[src/rtl/id_ex_stage.sv]
// ID/EX pipeline register.
// Latches the ID-stage instruction (operands, control, immediate, PC) for EX,
// computes registered EX forwarding selects and detects load-use hazards.
//
// Flow control: freeze from MEM holds every register. flush from EX or a
// load-use stall loads a bubble. stall is combinational and tells IF/ID to
// hold the same instruction so it is re-evaluated next cycle, once the load
// has moved on to MEM.
module id_ex_stage #(
   parameter int CTRL_W = 12,
   parameter int XLEN   = 32
) (
   input  logic              clk,
   input  logic              rst,
   input  logic              freeze,
   input  logic              flush,
   input  logic              id_valid,
   input  logic [4:0]        id_ra,
   input  logic [4:0]        id_rb,
   input  logic              id_uses_a,
   input  logic              id_uses_b,
   input  logic [4:0]        id_rw,
   input  logic              id_wen,
   input  logic              id_memrd,
   input  logic              id_memwr,
   input  logic [CTRL_W-1:0] id_ctrl,
   input  logic [XLEN-1:0]   id_imm,
   input  logic [XLEN-1:0]   id_pc,
   input  logic [XLEN-1:0]   busA,
   input  logic [XLEN-1:0]   busB,
   input  logic [4:0]        exmem_rw,
   input  logic              exmem_wen,
   output logic              stall,
   output logic              ex_valid,
   output logic              ex_wen,
   output logic              ex_memrd,
   output logic              ex_memwr,
   output logic [4:0]        ex_rw,
   output logic [CTRL_W-1:0] ex_ctrl,
   output logic [XLEN-1:0]   ex_a,
   output logic [XLEN-1:0]   ex_b,
   output logic [XLEN-1:0]   ex_imm,
   output logic [XLEN-1:0]   ex_pc,
   output logic [1:0]        ex_fwd_a,
   output logic [1:0]        ex_fwd_b
);

   // Pipeline registers
   logic              r_valid;
   logic              r_wen;
   logic              r_memrd;
   logic              r_memwr;
   logic [4:0]        r_rw;
   logic [CTRL_W-1:0] r_ctrl;
   logic [XLEN-1:0]   r_a;
   logic [XLEN-1:0]   r_b;
   logic [XLEN-1:0]   r_imm;
   logic [XLEN-1:0]   r_pc;
   logic [1:0]        r_fwd_a;
   logic [1:0]        r_fwd_b;

   // Hazard terms
   logic       w_match1_a;
   logic       w_match1_b;
   logic       w_match2_a;
   logic       w_match2_b;
   logic       w_stall;
   logic       w_bubble;
   logic [1:0] w_fwd_a;
   logic [1:0] w_fwd_b;

   // Compare ID sources against the instruction one ahead (ID/EX) and two
   // ahead (EX/MEM); register 0 never matches. Nearest producer wins.
   always_comb begin
      w_match1_a = id_uses_a & r_valid & r_wen & (r_rw == id_ra) & (id_ra != 5'd0);
      w_match1_b = id_uses_b & r_valid & r_wen & (r_rw == id_rb) & (id_rb != 5'd0);
      w_match2_a = id_uses_a & exmem_wen & (exmem_rw == id_ra) & (id_ra != 5'd0);
      w_match2_b = id_uses_b & exmem_wen & (exmem_rw == id_rb) & (id_rb != 5'd0);
      w_stall    = id_valid & r_memrd & (w_match1_a | w_match1_b) & ~flush;
      w_bubble   = flush | w_stall | ~id_valid;
      w_fwd_a    = 2'b00;
      w_fwd_b    = 2'b00;
      if (w_match1_a)      w_fwd_a = 2'b01;
      else if (w_match2_a) w_fwd_a = 2'b10;
      if (w_match1_b)      w_fwd_b = 2'b01;
      else if (w_match2_b) w_fwd_b = 2'b10;
   end

   // Register update: freeze holds, flush/stall/no-instruction load a bubble,
   // otherwise latch the ID instruction and its forwarding selects.
   always_ff @(posedge clk or negedge rst) begin
      if (!rst) begin
         r_valid <= 1'b0;
         r_wen   <= 1'b0;
         r_memrd <= 1'b0;
         r_memwr <= 1'b0;
         r_rw    <= 5'd0;
         r_ctrl  <= '0;
         r_a     <= '0;
         r_b     <= '0;
         r_imm   <= '0;
         r_pc    <= '0;
         r_fwd_a <= 2'b00;
         r_fwd_b <= 2'b00;
      end else if (freeze) begin
         r_valid <= r_valid;
      end else if (w_bubble) begin
         r_valid <= 1'b0;
         r_wen   <= 1'b0;
         r_memrd <= 1'b0;
         r_memwr <= 1'b0;
         r_rw    <= 5'd0;
         r_ctrl  <= '0;
         r_a     <= '0;
         r_b     <= '0;
         r_imm   <= '0;
         r_pc    <= '0;
         r_fwd_a <= 2'b00;
         r_fwd_b <= 2'b00;
      end else begin
         r_valid <= 1'b1;
         r_wen   <= id_wen;
         r_memrd <= id_memrd;
         r_memwr <= id_memwr;
         r_rw    <= id_rw;
         r_ctrl  <= id_ctrl;
         r_a     <= busA;
         r_b     <= busB;
         r_imm   <= id_imm;
         r_pc    <= id_pc;
         r_fwd_a <= w_fwd_a;
         r_fwd_b <= w_fwd_b;
      end
   end

   assign stall    = w_stall;
   assign ex_valid = r_valid;
   assign ex_wen   = r_wen;
   assign ex_memrd = r_memrd;
   assign ex_memwr = r_memwr;
   assign ex_rw    = r_rw;
   assign ex_ctrl  = r_ctrl;
   assign ex_a     = r_a;
   assign ex_b     = r_b;
   assign ex_imm   = r_imm;
   assign ex_pc    = r_pc;
   assign ex_fwd_a = r_fwd_a;
   assign ex_fwd_b = r_fwd_b;

endmodule
[config.mk]
export PLATFORM = sky130hd
export DESIGN_NAME = id_ex_stage
export DESIGN_NICKNAME = d
export VERILOG_FILES = /design/src/rtl/id_ex_stage.sv
export SDC_FILE = /design/constraint.sdc
export NUM_CORES = 1
export LEC_CHECK = 0
export ABC_AREA = 1
export BUFFER_PORTS_ARGS = -buffer_cell sky130_fd_sc_hd__buf_2
export CORE_UTILIZATION = 40
export DETAILED_ROUTE_END_ITERATION = 16
export PLACE_DENSITY = 0.71
export SETUP_SLACK_MARGIN = 0.2
export SYNTH_ARGS = -nofsm -noshare
export SYNTH_HDL_FRONTEND = slang
export SYNTH_SLANG_ARGS = --single-unit
[constraint.sdc]
create_clock -name clk -period 3.6 [get_ports clk]
set_input_delay 0.72 -clock clk [delete_from_list [all_inputs] [get_ports clk]]
set_output_delay 0.72 -clock clk [all_outputs]
set_load 0.005 [all_outputs]
# Yosys cells after proc, flatten, opt, wreduce, memory -nomap -nowiden
# Cells that the tools add are included.
[op_classes]
reduce_logical = 2
eq_ne = 4
bitwise_logic = 22
mux = 16
[ops]
columns = ["cell", "n"]
rows = [
  ["two-way mux 32 bit", 4],
  ["equality test 5 bit", 4],
  ["AND 1 bit", 17],
  ["two-way mux 12 bit", 1],
  ["two-way mux 2 bit", 6],
  ["nonzero test 5 bit", 2],
  ["two-way mux 5 bit", 1],
  ["two-way mux 1 bit", 4],
  ["bitwise OR 1 bit", 3],
  ["inverter 1 bit", 2],
]
[totals]
in_bits = 171
ff_bits = 153
out_inout_bits = 154

# Logic depth before layout (Yosys ltp)
# Gate-level depths: netlist (run 1).
[depth]
ltp_word = 10
ltp_mapped = 13
ltp_nobuf = 11

# Worst setup path before layout (run 1)
# No wires, ideal clock.
[synth_path]
kind = "input to output"
startpoint = "input port id_rb[3]"
endpoint = "output port stall"
path_buffers = 1
t_required_ps = 2880
cell_stages = 10
t_arrival_ps = 1540
slack_ps = 1340
cell_sequence = "inv_1 > nand2_1 > nand2_1 > nand2_1 > nor2_1 > nand2_1 > nand2_1 > nand2_4 > buf_2 > nor2_1"
[synth_via]
elab_chain_len = 6
word_cells_on_any_way = 7
classes_between = "eq/ne: 1; bitwise: 5; reduce/logical: 1"
[synth_rtl]
columns = ["element", "line_no", "rtl"]
rows = [
  ["start, declared", "19", "input logic [4:0] id_rb,"],
  ["equality test 5 bit", "76", "w_match1_b = id_uses_b & r_valid & r_wen & (r_rw == id_rb) & (id_rb != 5'd0);"],
  ["AND 1 bit", "76", ""],
  ["AND 1 bit *", "76", ""],
  ["bitwise OR 1 bit *", "79", "w_stall = id_valid & r_memrd & (w_match1_a | w_match1_b) & ~flush;"],
  ["AND 1 bit * (2 in a row)", "79", ""],
  ["end, declared", "33", "output logic stall,"],
]
# Mark *: on every way between the ends. The rest lies on a longest branch, timed or not.

# Worst setup path in the final report (run 1)
[layout_path]
startpoint = "register r_rw[0], in the netlist ex_rw[0]"
endpoint = "output port stall"
[layout_via]
elab_chain_len = 6
word_cells_on_any_way = 9
classes_between = "eq/ne: 2; bitwise: 7"
[layout_rtl]
columns = ["element", "line_no", "rtl"]
rows = [
  ["start, declared", "53", "logic [4:0] r_rw;"],
  ["start signal, assigned", "125", "r_rw <= id_rw;"],
  ["equality test 5 bit, on equally long branches", "75, 76", ""],
  ["AND 1 bit, on equally long branches (2 in a row)", "75, 76", ""],
  ["bitwise OR 1 bit *", "79", ""],
  ["AND 1 bit * (2 in a row)", "79", ""],
]
# Marked as above.

==> results.py, run 1 <==
metrics = {
    "status": {
        "status": "finished clean",
    },
    "finish": {
        "synthToLayoutAreaGrowth_pct": 34.89,
        "layout.nets": 1260,
        "utilization_pct": 55.72,
        "fill_cells": 1493,
        "seqCellArea_mm2": 0.003829,
        "antenna_cells": 0,
        "multi_input_area_mm2": 0.002424,
        "final_layout_size_suffix_gt1_share_pct": 34.03,
    },
    "synth": {
        "synth-compound-area-share_pct": 0.4544,
        "synthTopCellsByArea": "dfrtp_1, nand2_1, nand3_1, nand3_2, buf_2",
        "synth_top_area_share_pct": 57.93,
        "synthSimpleGateAreaFrac_pct": 35.35,
        "synthArstFlopShare_pct": 100.0,
        "synth_cell_types": 21,
        "ys_ff_latch": 153,
        "synth_nets": 960,
        "avgSynthCellArea_um2": 8.376,
        "synth_most_common_cell": "nand2_1",
        "synth_edf_count": 0,
        "yosysSeqAreaShare_pct": 57.93,
        "synthTopCellsByCount": "nand2_1, dfrtp_1, nand3_1",
        "synth.area.mux_share_pct": 0,
        "syn-cell-area_mm2": 0.006609,
        "synthFlopType": "dfrtp_1",
        "yosysWarnings": 0,
        "synth_xor_area_share_pct": 0.7952,
        "synth_largest_area_cell": "dfrtp_1",
        "synth_top_family_by_area": "simple AND/OR/NAND/NOR gates",
        "netlist_instances": 789,
        "yosys.area_share.adder_pct": 0,
    },
    "drt": {
        "first_pass_iters": 5,
        "vias": 6283,
        "wire_per_inst_um": 14.22,
        "vias_per_cell": 4.767,
        "drcViolationCount": 0,
        "drtIter0Drc": 339,
        "wirelength_um": 18740,
        "drtAntennaViolNets": 0,
    },
    "timing": {
        "setup_viol": 0,
        "drv_slew": 0,
        "fin_crit_sh_pct": 67.63,
        "relSlewSlack_pct": 41.64,
        "finalHoldViolCount": 0,
        "fmax_mhz": 410.7,
        "finalClockSkew_ns": 0.01672,
        "fin_hold_ws_ns": 0.2762,
        "min_period_ns": 2.435,
        "worst_slack_ns": 1.165,
        "fin_tns_setup_ns": 0,
        "worst_slew_pin_slew_ns": 0.8755,
        "rsz0062_at_grt": "no",
    },
    "power_and_ir_drop": {
        "switching_power_w": 0.001009,
        "clockPowerShare_pct": 42.2,
        "leakagePower_nw": 5.468,
        "p_seq_share_pct": 46.8,
        "totalPowerFinal_w": 0.003994,
        "ir_drop_mv": 0.2897,
        "intPower_w": 0.002985,
        "sw_frac_of_total_pct": 25.27,
        "p_comb_share_pct": 11.0,
        "power.density_mw_per_mm2": 448.0,
    },
    "cts": {
        "cts_sinks": 153,
        "numCtsBuffers": 17,
        "clk-insertion-delay-late_ns": 0.42,
        "clkTransAtPathRegs_ns": 0.06,
        "cts_root_buf": "clkbuf_16",
        "post_cts_buffers": 0,
        "cts_tree": "done",
        "postCtsHoldBufs": 0,
        "htreeDepth": 4,
        "clockBufferDepth": 2,
        "cts-resized-gates": 0,
    },
    "critical_path": {
        "path_max_fanout": 6,
        "crit_arrival_ns": 1.71,
        "critical_path_required_ns": 2.88,
        "critPathLaunchType": "register",
        "path_class": "reg -> out",
        "slowest_stage": "dfrtp_1",
        "worstSetupEndpointType": "output port",
        "cpMostUsedCell": "nand2_1",
        "cp_cell_sequence": "xnor2_1, nand2_1, nor2_1, nand2_1, nand2_1, nand2_4, nor2_1, buf_2",
        "cpPeakStageDelay_ns": 0.48,
    },
    "floorplanning": {
        "dieArea_mm2": 0.01704,
        "coreArea_mm2": 0.01600,
        "start_util_pct": 41.30,
        "fp.dieW_um": 130.5,
        "num_rows": 46,
        "io_pins": 325,
        "die_h_um": 130.5,
    },
    "grt": {
        "groute.usage.overall_pct": 21.76,
        "grt_pass1_vias": 5793,
        "grt_max_degree": 154,
        "grt_pass1_wl_um": 28770,
        "grt-ovfl-total": 0,
        "antenna_found_initial": 0,
    },
    "placed_design": {
        "place.gp.congestion": 0.8989,
        "io_buffers": 324,
        "detailed_place_hpwl_um": 12640,
        "place_ws_ns": 1.211,
    },
    "flow_run": {
        "cap_violations": 0,
    },
    "worst_hold_path": {
        "min_path_type": "in -> async",
    },
}
area by class of cell:
class | count | area share, %
sequential | 153 | 42.95
multi-input combinational | 563 | 27.19
timing repair buffer | 331 | 19.58
clock buffer | 19 | 4.968
tap | 216 | 3.032
clock inverter | 13 | 1.319
inverter | 23 | 0.9684
cell families after synthesis:
kind of cell / Yosys count
DFF: 153
AOI/OAI and AO/OA: 6
xor gates and xnor gates: 6
and+or+nand+nor: 551
buffers and inverters: 73
flip-flops by register name, indices dropped and copies added, names as in the netlist:
| register | flops |
|---|---|
| ex_wen | 1 |
| ex_imm | 32 |
| ex_b | 32 |
| ex_rw | 5 |
| ex_pc | 32 |
| ex_ctrl | 12 |
| ex_fwd_b | 2 |
| ex_fwd_a | 2 |
| ex_valid | 1 |
| ex_a | 32 |
| ex_memrd | 1 |
| ex_memwr | 1 |
cells in the final DEF, fill, tap and decap left out, drive strengths merged:
master / count
a21oi: 1
buf: 331
bufinv: 1
clkbuf: 19
clkinv: 8
clkinvlp: 2
dfrtp: 153
inv: 25
nand2: 362
nand3: 161
nand4: 1
nor2: 24
nor3: 2
nor3b: 1
o21ai: 5
xnor2: 6
worst paths after layout:
check | start | end | slack, ns | depth (start not counted)
max in group asynchronous | rst | ex_pc[26] | 2.57 | 2
worst max-delay path | ex_rw[0] | stall | 1.17 | 8
worst min-delay path | rst | ex_pc[9] | 0.28 | 1
worst min register to register | ex_a[17] | ex_a[17] | 0.47 | 2
worst max register to register | ex_rw[3] | ex_ctrl[6] | 1.52 | 12
min in group clk | ex_a[17] | ex_a[17] | 0.47 | 2
power by group through the flow:
stage / Combinational (W) / Clock [W] / Sequential (W)
finish: 0.000439 / 0.00169 / 0.00187
global route: 0.000498 / 0.00179 / 0.00188
CTS: 0.000446 / 0.00173 / 0.00187
detailed placement: 0.000448 / 0 / 0.00189
global placement: 0.000441 / 0 / 0.00190
floorplan: 0.000158 / 0 / 0.00190
routing by layer:
metal | part of all wire (%) | vias to the layer above | global-route usage (%)
met3 | 8.3 | 25 | 7.248
met5 | 0 | - | 0
met4 | 1.7 | 0 | 7.099
met2 | 48 | 258 | 35.14
met1 | 42 | 2900 | 27.53
li1 | - | 3100 | -
through the flow:
step	instances	cell area, um^2
6_report	1318	8915
5_1_grt	1318	8915
4_1_cts	1318	8915
3_5_place_dp	1286	8354
3_3_place_gp	1286	8354
2_1_floorplan	789	6609
worst max-delay path, delay by kind of cell, from the launching register on:
family / cells / cell delay (ns)
buffers and inverters: 1 / 0.11
XOR/XNOR: 1 / 0.24
AND/OR/NAND/NOR: 6 / 0.48
flip-flops: 1 / 0.48
(Power assumes the default switching activity.)
==> inputs of run 2 (changes only) <==
--- a/config.mk
+++ b/config.mk
@@ -5,11 +5,12 @@
 export SDC_FILE = /design/constraint.sdc
 export NUM_CORES = 1
 export LEC_CHECK = 0
-export ABC_AREA = 1
+export ABC_AREA = 0
 export BUFFER_PORTS_ARGS = -buffer_cell sky130_fd_sc_hd__buf_2
-export CORE_UTILIZATION = 40
+export CORE_AREA = 2 2 125 127
 export DETAILED_ROUTE_END_ITERATION = 16
-export PLACE_DENSITY = 0.71
+export DIE_AREA = 0 0 127 129
+export PLACE_DENSITY = 0.72
 export SETUP_SLACK_MARGIN = 0.2
 export SYNTH_ARGS = -nofsm -noshare
 export SYNTH_HDL_FRONTEND = slang
==> constraint.sdc (replaced) <==
create_clock -name clk -period 2.35 [get_ports clk]
set_input_delay 0.47 -clock clk [delete_from_list [all_inputs] [get_ports clk]]
set_output_delay 0.47 -clock clk [all_outputs]
set_load 0.005 [all_outputs]
==> run 2 against run 1 <==
The flow now finishes with violations (negative setup slack); clock skew fell by 0.0034 ns; area after synthesis shrank 10%; power increased by 61%; synthesized cell count shrank 50%; non-clock buffer count increased by 26; largest power group unchanged.
==> results.py, run 2 <==
metrics = {
    "status": {
        "status": "complete, but fails checks",
        "violations": "negative setup slack",
    },
    "power_and_ir_drop": {
        "intPower_w": 0.004941,
        "switching_power_w": 0.001477,
        "clockPowerShare_pct": 44.6,
        "ir_drop_mv": 0.4887,
        "leakagePower_nw": 4.461,
        "p_seq_share_pct": 44.7,
        "sw_frac_of_total_pct": 23.02,
        "power.density_mw_per_mm2": 746.2,
        "p_comb_share_pct": 10.7,
    },
    "floorplanning": {
        "die_h_um": 129,
        "coreArea_mm2": 0.01498,
        "num_rows": 45,
        "start_util_pct": 39.70,
        "io_pins": 325,
        "fp.dieW_um": 127,
        "dieArea_mm2": 0.01638,
    },
    "finish": {
        "final_layout_size_suffix_gt1_share_pct": 53.66,
        "antenna_cells": 0,
        "utilization_pct": 57.43,
        "synthToLayoutAreaGrowth_pct": 44.65,
        "fill_cells": 1266,
        "layout.nets": 896,
        "most-common-layout-cells": "buf_2, dfrtp_1, a32o_1, buf_4, clkbuf_16",
        "layout_commonest_cell": "buf_2",
        "instances_no_fill": 926,
    },
    "synth": {
        "synthArstFlopShare_pct": 100.0,
        "synthFlopType": "dfrtp_1",
        "synthTopCellsByCount": "dfrtp_1, a32o_1, clkbuf_1",
        "synth_top_area_share_pct": 64.39,
        "yosysSeqAreaShare_pct": 64.39,
        "synth_edf_count": 0,
        "avgSynthCellArea_um2": 14.94,
        "netlist_instances": 398,
        "synth_largest_area_cell": "dfrtp_1",
        "synthTopCellsByArea": "dfrtp_1, a32o_1, clkbuf_1, buf_6, xnor2_1",
        "synth_nets": 569,
        "syn-cell-area_mm2": 0.005946,
        "yosysWarnings": 0,
        "synth_cell_types": 20,
        "synth_most_common_cell": "dfrtp_1",
        "ys_ff_latch": 153,
    },
    "drt": {
        "vias": 5329,
        "first_pass_iters": 8,
        "drtIter0Drc": 535,
        "drcViolationCount": 0,
        "drtAntennaViolNets": 0,
        "wirelength_um": 18960,
        "vias_per_cell": 5.755,
        "wire_per_inst_um": 20.47,
    },
    "critical_path": {
        "worstReg2RegEnd": "ex_pc[16]",
        "cp_top_family": "simple AND/OR/NAND/NOR gates",
        "crit_arrival_ns": 1.91,
        "worstSetupEndpointType": "output port",
        "critical_path_required_ns": 1.88,
        "critPathLaunchType": "register",
        "cpPeakStageDelay_ns": 0.42,
        "rr_startpoint": "ex_rw[4]",
        "slowest_stage": "dfrtp_1",
        "reg2reg_depth": 9,
        "path_class": "reg -> out",
        "reg2reg_setup_slack_ns": 0.24,
        "cp_num_buf_inv": 2,
        "path_max_fanout": 2,
        "cp_cell_sequence": "buf_6, xnor2_2, nand4_1, nor4_4, o21ai_4, nor2_2, buf_2",
    },
    "placed_design": {
        "dp.cells": 886,
        "place_ws_ns": -0.1990,
        "detailed_place_hpwl_um": 13040,
        "place.gp.congestion": 0.9151,
        "io_buffers": 324,
    },
    "timing": {
        "drv_slew": 0,
        "worst_slew_pin_slew_ns": 0.8666,
        "min_period_ns": 2.381,
        "finalClockSkew_ns": 0.01336,
        "fin_crit_sh_pct": 101.3,
        "worst_slack_ns": -0.03099,
        "rsz0062_at_grt": "yes",
        "finalHoldViolCount": 0,
        "fin_tns_setup_ns": -0.03099,
        "fmax_mhz": 420.0,
        "setup_viol": 1,
        "relSlewSlack_pct": 42.22,
    },
    "grt": {
        "grt_pass1_wl_um": 28480,
        "antenna_found_initial": 0,
        "grt-ovfl-total": 0,
        "groute.usage.overall_pct": 22.51,
        "grt_max_degree": 90,
        "grt_pass1_vias": 5421,
    },
    "cts": {
        "cts_root_buf": "clkbuf_16",
        "clkTransAtPathRegs_ns": 0.06,
        "clockBufferDepth": 2,
        "htreeDepth": 4,
        "numCtsBuffers": 17,
        "cts_tree": "done",
        "clk-insertion-delay-late_ns": 0.42,
        "cts_sinks": 153,
    },
    "worst_hold_path": {
        "min-delay-start": "id_imm[4]",
        "hold_end": "ex_imm[4]",
        "min_path_type": "in -> reg",
        "hold_depth": 2,
    },
    "flow_run": {
        "cap_violations": 0,
    },
}
[run 2: changes by cell type in the layout (fill, tap and decap cells not counted), sizes merged, moves of 22 or more]
cell,before,now
a32o,0,148
buf,331,354
inv,25,1
nand2,362,3
nand3,161,1
nor2,24,2
[run 2: worst max-delay path by stage]
stage | from | endpoint | cells past startpoint
after floorplan | id_rb[0] | stall | 6
after global placement | id_rb[4] | ex_imm[10] | 7
after detailed placement | id_rb[4] | ex_imm[2] | 7
after CTS | ex_rw[4] | stall | 7
after global routing | ex_rw[4] | stall | 7
final | ex_rw[4] | stall | 7
[run 2: cell families after synthesis]
| family | after synthesis | synth area share, % |
|---|---|---|
| XOR/XNOR | 20 | 2.946 |
| AO/OA/AOI/OAI | 156 | 26.03 |
| flip-flops | 153 | 64.39 |
| buffers and inverters | 49 | 4.588 |
| AND/OR/NAND/NOR | 20 | 2.041 |
[run 2: power by group through the flow]
stage	Clock, W	Sequential (W)	Combinational (W)
final	0.00286	0.00287	0.000690
after global routing	0.00305	0.00288	0.000752
after CTS	0.00292	0.00287	0.000695
after detailed placement	0	0.00291	0.000681
after global placement	0	0.00290	0.000658
after floorplan	0	0.00291	0.000228
[run 2: layout make-up]
| type | instances | area [um^2] | share of cell area, % |
|---|---|---|---|
| flip-flops and latches | 153 | 3831 | 44.54 |
| repair buffers | 357 | 2009 | 23.36 |
| multi-input cells | 196 | 1904 | 22.14 |
| clock buffers | 21 | 450.4 | 5.237 |
| well taps | 188 | 235.2 | 2.735 |
| clock inverters | 11 | 170.2 | 1.978 |
[run 2: per-layer routing]
layer / up-vias / part of all wire [%] / track usage (%)
li1: 2324 / - / -
met1: 2700 / 36 / 25.25
met2: 274 / 54 / 39.56
met3: 31 / 8.6 / 7.942
met4: 0 / 1.9 / 8.727
met5: - / 0 / 0
[run 2: stage by stage]
| stage | total power, W | area, um^2 | hold WS, ns |
|---|---|---|---|
| final | 0.006418 | 8601 | 0.2876 |
| after global routing | 0.006679 | 8601 | 0.2741 |
| after CTS | 0.006477 | 8497 | 0.2735 |
| after detailed placement | 0.003592 | 7795 | 0.4392 |
| after global placement | 0.003560 | 7795 | 0.4327 |
| after floorplan | 0.003142 | 5956 | 0.1744 |
[run 2: timing repair]
item / CTS / global route
resized for setup: 9 / 10
hold buffers: 1 / 0
endpoints found under the setup margin: 148 / 144
cloned: 0 / 3
pin swaps: 6 / 0
endpoints found under the hold margin: 44 / 0
buffers inserted: 3 / 1
